--- config.mk ---
export PLATFORM = sky130hd
export DESIGN_NAME = regfile_mp
export DESIGN_NICKNAME = d
export VERILOG_FILES = /design/src/rtl/regfile_pkg.sv /design/src/rtl/vDFFE_r.sv /design/src/rtl/regfile_mp.sv
export SDC_FILE = /design/constraint.sdc
export NUM_CORES = 1
export LEC_CHECK = 0
export CORE_AREA = 8 8 120 122
export CTS_CLUSTER_DIAMETER = 80
export CTS_CLUSTER_SIZE = 40
export DETAILED_ROUTE_END_ITERATION = 12
export DIE_AREA = 0 0 128 130
export GPL_TIMING_DRIVEN = 0
export PLACE_DENSITY_LB_ADDON = 0.3
export SYNTH_ARGS = -nofsm -noshare
export SYNTH_HDL_FRONTEND = slang
export SYNTH_SLANG_ARGS = --single-unit
--- constraint.sdc ---
create_clock -name clk -period 4.3 [get_ports clk]
set_clock_uncertainty 0.15 [all_clocks]
set_input_delay 0.86 -clock clk [delete_from_list [all_inputs] [get_ports clk]]
set_output_delay 0.86 -clock clk [all_outputs]
set_load 0.01 [all_outputs]
--- src/rtl/regfile_pkg.sv ---
// regfile_pkg
// Shared definitions for the multi-port register file.
//   REGFILE_DATA_W_DEF : default register width in bits
//   REGFILE_NREGS_DEF  : default number of registers
//   idx_in_range()     : index check used by the write, reserve and read decode.
//                        NREGS need not be a power of two, so some encodable
//                        indices do not name a register.
package regfile_pkg;

    localparam int REGFILE_DATA_W_DEF = 32'd16;
    localparam int REGFILE_NREGS_DEF  = 32'd8;

    // True when idx names an existing register
    function automatic logic idx_in_range(input int unsigned idx, input int unsigned nregs);
        return (idx < nregs);
    endfunction

endpackage

--- src/rtl/vDFFE_r.sv ---
// vDFFE_r
// Enabled D flip-flop of parametrised width. It has a synchronous reset to zero,
// and reset takes priority over the enable.
//   clk   : clock, rising edge
//   reset : synchronous active-high clear
//   en    : load enable
//   d     : next value
//   q     : stored value
module vDFFE_r #(
    parameter int WIDTH = 16
) (
    input  logic             clk,
    input  logic             reset,
    input  logic             en,
    input  logic [WIDTH-1:0] d,
    output logic [WIDTH-1:0] q
);

    // Storage element: clear on reset, otherwise load when enabled
    always_ff @(posedge clk) begin
        if (reset) begin
            q <= {WIDTH{1'b0}};
        end else if (en) begin
            q <= d;
        end else begin
            q <= q;
        end
    end

endmodule

--- src/rtl/regfile_mp.sv ---
// regfile_mp
// Register file with NREGS registers of DATA_W bits. It has one write port, two
// combinational read ports, per-register valid bits ("written since reset") and
// a per-register busy scoreboard that the controller sets at issue time.
//   clk, reset            : clock and synchronous active-high reset
//   write/writenum/data_in: write port
//   reserve/reservenum    : marks a register busy (pending write)
//   readnum_a/readnum_b   : read indices
//   data_out_x            : read data (data_in when bypassing a same-index write)
//   valid_x               : indexed register written since reset
//   busy_x                : indexed register has an outstanding reservation
//   busy_any              : at least one register is busy
// Indices >= NREGS are ignored by write and reserve. Reads of such indices
// return zero for data, valid and busy.
module regfile_mp
    import regfile_pkg::*;
#(
    parameter int DATA_W = REGFILE_DATA_W_DEF,
    parameter int NREGS  = REGFILE_NREGS_DEF,
    parameter int ADDR_W = $clog2(NREGS),
    parameter bit BYPASS = 1'b1
) (
    input  logic              clk,
    input  logic              reset,
    input  logic              write,
    input  logic [ADDR_W-1:0] writenum,
    input  logic [DATA_W-1:0] data_in,
    input  logic              reserve,
    input  logic [ADDR_W-1:0] reservenum,
    input  logic [ADDR_W-1:0] readnum_a,
    input  logic [ADDR_W-1:0] readnum_b,
    output logic [DATA_W-1:0] data_out_a,
    output logic [DATA_W-1:0] data_out_b,
    output logic              valid_a,
    output logic              valid_b,
    output logic              busy_a,
    output logic              busy_b,
    output logic              busy_any
);

    logic                          wr_en_s;
    logic                          rsv_en_s;
    logic [NREGS-1:0]              wr_onehot_s;
    logic [NREGS-1:0]              rsv_onehot_s;
    logic [NREGS-1:0][DATA_W-1:0]  reg_q_s;
    logic [NREGS-1:0]              valid_r;
    logic [NREGS-1:0]              busy_r;
    logic [NREGS-1:0]              valid_nxt_s;
    logic [NREGS-1:0]              busy_nxt_s;
    logic                          busy_any_r;
    logic [DATA_W+1:0]             rd_a_s;
    logic [DATA_W+1:0]             rd_b_s;

    // One read port: stored state for in-range indices, with an optional bypass of
    // a same-cycle write. The bypass covers data and valid only. Busy always
    // reflects the stored scoreboard. Result packing is {data, valid, busy}.
    function automatic logic [DATA_W+1:0] read_port(
        input logic [ADDR_W-1:0]             idx,
        input logic [NREGS-1:0][DATA_W-1:0]  regs,
        input logic [NREGS-1:0]              valid_vec,
        input logic [NREGS-1:0]              busy_vec,
        input logic                          wr_en,
        input logic [ADDR_W-1:0]             wr_idx,
        input logic [DATA_W-1:0]             wr_data
    );
        logic [DATA_W-1:0] data_v;
        logic              valid_v;
        logic              busy_v;
        logic              hit_v;
        if (idx_in_range(32'(idx), NREGS)) begin
            data_v  = regs[idx];
            valid_v = valid_vec[idx];
            busy_v  = busy_vec[idx];
        end else begin
            data_v  = {DATA_W{1'b0}};
            valid_v = 1'b0;
            busy_v  = 1'b0;
        end
        // wr_en already includes the range check, so an equal index is a real register
        hit_v = BYPASS & wr_en & (wr_idx == idx);
        return {(hit_v ? wr_data : data_v), (hit_v | valid_v), busy_v};
    endfunction

    // One-hot write and reserve decoders; out-of-range indices decode to all zeros
    always_comb begin
        wr_en_s      = write   & idx_in_range(32'(writenum),   NREGS);
        rsv_en_s     = reserve & idx_in_range(32'(reservenum), NREGS);
        wr_onehot_s  = {NREGS{1'b0}};
        rsv_onehot_s = {NREGS{1'b0}};
        for (int i = 0; i < NREGS; i++) begin
            wr_onehot_s[i]  = wr_en_s  & (writenum   == ADDR_W'(i));
            rsv_onehot_s[i] = rsv_en_s & (reservenum == ADDR_W'(i));
        end
    end

    // Next valid/busy vectors. A write clears busy, but a same-cycle reservation of
    // the same register wins, because it belongs to a newer instruction.
    always_comb begin
        valid_nxt_s = valid_r | wr_onehot_s;
        busy_nxt_s  = (busy_r & ~wr_onehot_s) | rsv_onehot_s;
    end

    // Valid and busy scoreboards. busy_any is registered from the next-state busy
    // vector, so it lines up with busy_r.
    always_ff @(posedge clk) begin
        if (reset) begin
            valid_r    <= {NREGS{1'b0}};
            busy_r     <= {NREGS{1'b0}};
            busy_any_r <= 1'b0;
        end else begin
            valid_r    <= valid_nxt_s;
            busy_r     <= busy_nxt_s;
            busy_any_r <= |busy_nxt_s;
        end
    end

    // Data storage: one enabled flop per register, loaded from its write-decoder bit
    for (genvar g = 0; g < NREGS; g++) begin : g_reg
        vDFFE_r #(
            .WIDTH (DATA_W)
        ) u_reg (
            .clk   (clk),
            .reset (reset),
            .en    (wr_onehot_s[g]),
            .d     (data_in),
            .q     (reg_q_s[g])
        );
    end

    // Two identical read ports
    always_comb begin
        rd_a_s = read_port(readnum_a, reg_q_s, valid_r, busy_r, wr_en_s, writenum, data_in);
        rd_b_s = read_port(readnum_b, reg_q_s, valid_r, busy_r, wr_en_s, writenum, data_in);
    end

    assign data_out_a = rd_a_s[DATA_W+1:2];
    assign valid_a    = rd_a_s[1];
    assign busy_a     = rd_a_s[0];
    assign data_out_b = rd_b_s[DATA_W+1:2];
    assign valid_b    = rd_b_s[1];
    assign busy_b     = rd_b_s[0];
    assign busy_any   = busy_any_r;

endmodule

==> qor.yml <==
run_status:
  status: "completed"
worst_setup_path:
  critical_path_required_ns: 3.29
  critPathBufInv: 4
  critical_path_depth: 7
  critPathTopFamily: "buffers and inverters"
  critPathMaxStageDelay_ns: 0.60
  cp-end-kind: "output port"
  r2r_start: "busy_r[6]"
  crit_fanout: 10
  crit_start: "writenum[1]"
  worstSetupPathType: "input pin to output port"
  crit_top_cell: "clkdlybuf4s50_1"
  slowest_stage: "clkdlybuf4s50_1"
  rr_worst_depth: 3
  worstPathCellList: "clkdlybuf4s50_1 > buf_4 > xnor2_1 > nand4_1 > buf_2 > a21oi_1 > clkdlybuf4s50_1"
  cp-start-kind: "input pin"
  crit_arrival_ns: 3.24
routing:
  wl_per_cell_um: 22.1
  remaining_drc_errors: 0
  dr.pass1.iters: 6
  ant_nets: 0
  first_iter_violations: 852
  via_per_inst: 6.40
  vias: 7090
  routed_wl_mm: 24.4
global_route:
  grt_pass1_vias: 7093
  grt_max_degree: 17
  grt.total_usage_pct: 30.1
  antenna_found_initial: 0
  grt_pass1_wl_mm: 37.9
  overflow: 0
place:
  dp_hpwl_mm: 16.7
  place_ws_ns: 0.0202
  place.port_buffers: 45
  dp_cells: 1072
  placed_area_um2: 8310
  gp_congestion: 0.957
min_path:
  hold_depth: 2
  min_from: "g_reg[3].u_reg.q[0]"
  hp-class: "register to register"
finish:
  utilization_pct: 72.1
  n_antenna_cell: 0
  layout-drive-gt1-share_pct: 18.3
  stdcell_area_um2: 8950
  instances_no_fill: 1107
  area_delta_synth_final_pct: 17.0
  nets: 955
clocking:
  insertion_delay_ns: 0.42
  cts_hold_buf: 0
  clkTransAtPathRegs_ns: 0.05
  ctsRootBufferMaster: "clkbuf_16"
  htreeDepth: 4
  cts_tree: "done"
  numCtsBuffers: 17
  clock-sinks: 145
  cts_buffer_depth: 2
pwr:
  swShare_pct: 25.1
  vdd_ir_drop_max_uv: 308
  power_mw: 3.31
  power_switching_uw: 830
  power_leakage_nw: 3.13
  power-per-cell-area_nw_per_um2: 369
  internal_power_mw: 2.47
  seqPwrFrac_pct: 42.3
  power_frac_comb_pct: 12.5
  pwr-share-clk_pct: 45.2
die:
  die_area_um2: 16600
  num_io_pins: 69
  start_util_pct: 61.6
  num_rows: 41
  core_um2: 12400
  die_w_um: 128
  die_h_um: 130
yosys:
  synth_area_per_cell_um2: 8.94
  ys_seq_area_share_pct: 38.0
  synth_area_um2: 7650
  synth_cell_type_count: 26
  synth.largest_area_cell: "dfxtp_1"
  synth_fp_nets: 887
  synth.area.top_cells: "dfxtp_1, mux4_2, nand2_1"
  yosysWarnings: 0
  ys_ff_latch: 145
  synth_top_area_share_pct: 38.0
  synth_cells: 855
sta:
  setup_viol: 0
  drv_slew: 0
  worst_slack_ns: 0.0465
  fmax_mhz: 235
  min_period_ns: 4.25
  hold_ws_ns: 0.317
  tightest_slew_ns: 0.688
  period_share_pct: 98.9
  relSlewSlack_pct: 53.9
  final_hold_viol_count: 0
  setup_tns_ns: 0
flow_run:
  maxCapViolCount: 0
==> path summary, 6_finish.rpt <==
check	endpoint	slack, ns
max reg2reg	busy_any	3.17
min reg2reg	g_reg[3].u_reg.q[0]	0.32
max	data_out_b[14]	0.05
min	g_reg[3].u_reg.q[0]	0.32
==> cell usage after synthesis <==
master,count
a22oi_1,2
a32oi_1,4
nand2_2,1
clkbuf_1,32
xnor2_1,6
nor2_4,2
mux2_2,2
mux4_2,72
mux2i_1,34
nand4bb_1,3
nand4_1,3
nor2b_1,3
dfxtp_1,145
nor2_1,57
nor3_2,1
nand2_1,259
nand2b_1,3
and4_1,3
a22oi_2,1
buf_4,16
nor2_2,4
or4b_1,1
a21oi_1,162
buf_2,35
nand4b_1,3
nor3_4,1
==> flip-flops by register name (all words and copies together) (netlist names) <==
signal / flops
g.u_reg.q: 128
busy_r: 8
busy_any: 1
valid_r: 8
==> metal layers <==
metal	up-vias	GRT usage [%]	part of all wire (%)
li1	3111	-	-
met1	3383	35.7	36
met2	478	48.8	48
met3	118	6.57	10
met4	0	19.7	5.8
met5	-	0	0
==> cells in the final DEF (no fill, tap or decap), types with 2 or more instances in the layout <==
master,synthesis,routed
a21oi_1,162,162
a22oi_1,2,2
a32oi_1,4,4
and4_1,3,3
buf_2,35,37
buf_4,16,20
bufinv_16,0,2
clkbuf_1,32,31
clkbuf_16,0,17
clkbuf_8,0,5
clkdlybuf4s50_1,0,45
clkinv_2,0,2
clkinv_4,0,2
clkinvlp_4,0,2
dfxtp_1,145,145
mux2_2,2,2
mux2i_1,34,34
mux4_2,72,72
nand2_1,259,259
nand2b_1,3,3
nand4_1,3,3
nand4b_1,3,3
nand4bb_1,3,3
nor2_1,57,57
nor2_2,4,4
nor2_4,2,2
nor2b_1,3,3
xnor2_1,6,6
==> power groups by stage <==
stage          Sequential [mW]  Combinational [mW]  Clock, mW
6_report                  1.40               0.412       1.49
3_5_place_dp              1.43               0.399          0
4_1_cts                   1.40               0.402       1.49
3_3_place_gp              1.42               0.393          0
2_1_floorplan             1.42               0.254          0
5_1_grt                   1.40               0.436       1.56
==> logic make-up after synthesis <==
logic type / after synthesis / synth area share (%)
multiplexers: 108 / 25.9
AO/OA/AOI/OAI: 169 / 11.4
buffers and inverters: 83 / 5.43
flip-flops: 145 / 38.0
AND/OR/NAND/NOR: 344 / 18.6
XOR/XNOR: 6 / 0.687
==> repair_timing <==
action	4_1_cts	5_1_grt
gates resized for setup	1	4
hold endpoints to repair	0	0
pin swaps	0	1
setup endpoints to repair	1	16
setup buffers	0	4
==> layout make-up <==
class	count	area, um^2
timing repair buffer	49	480
clock inverter	8	103
buffer	83	418
clock buffer	23	498
multi-input combinational	627	4330
fill	936	3470
tap	172	215
sequential	145	2900
==> tightest hold or removal path, cell delays in order (launching register included) <==
cell and delay [ns]:
dfxtp_1 0.31, nand2_1 0.05, a21oi_1 0.05
(Power assumes the default switching activity.)
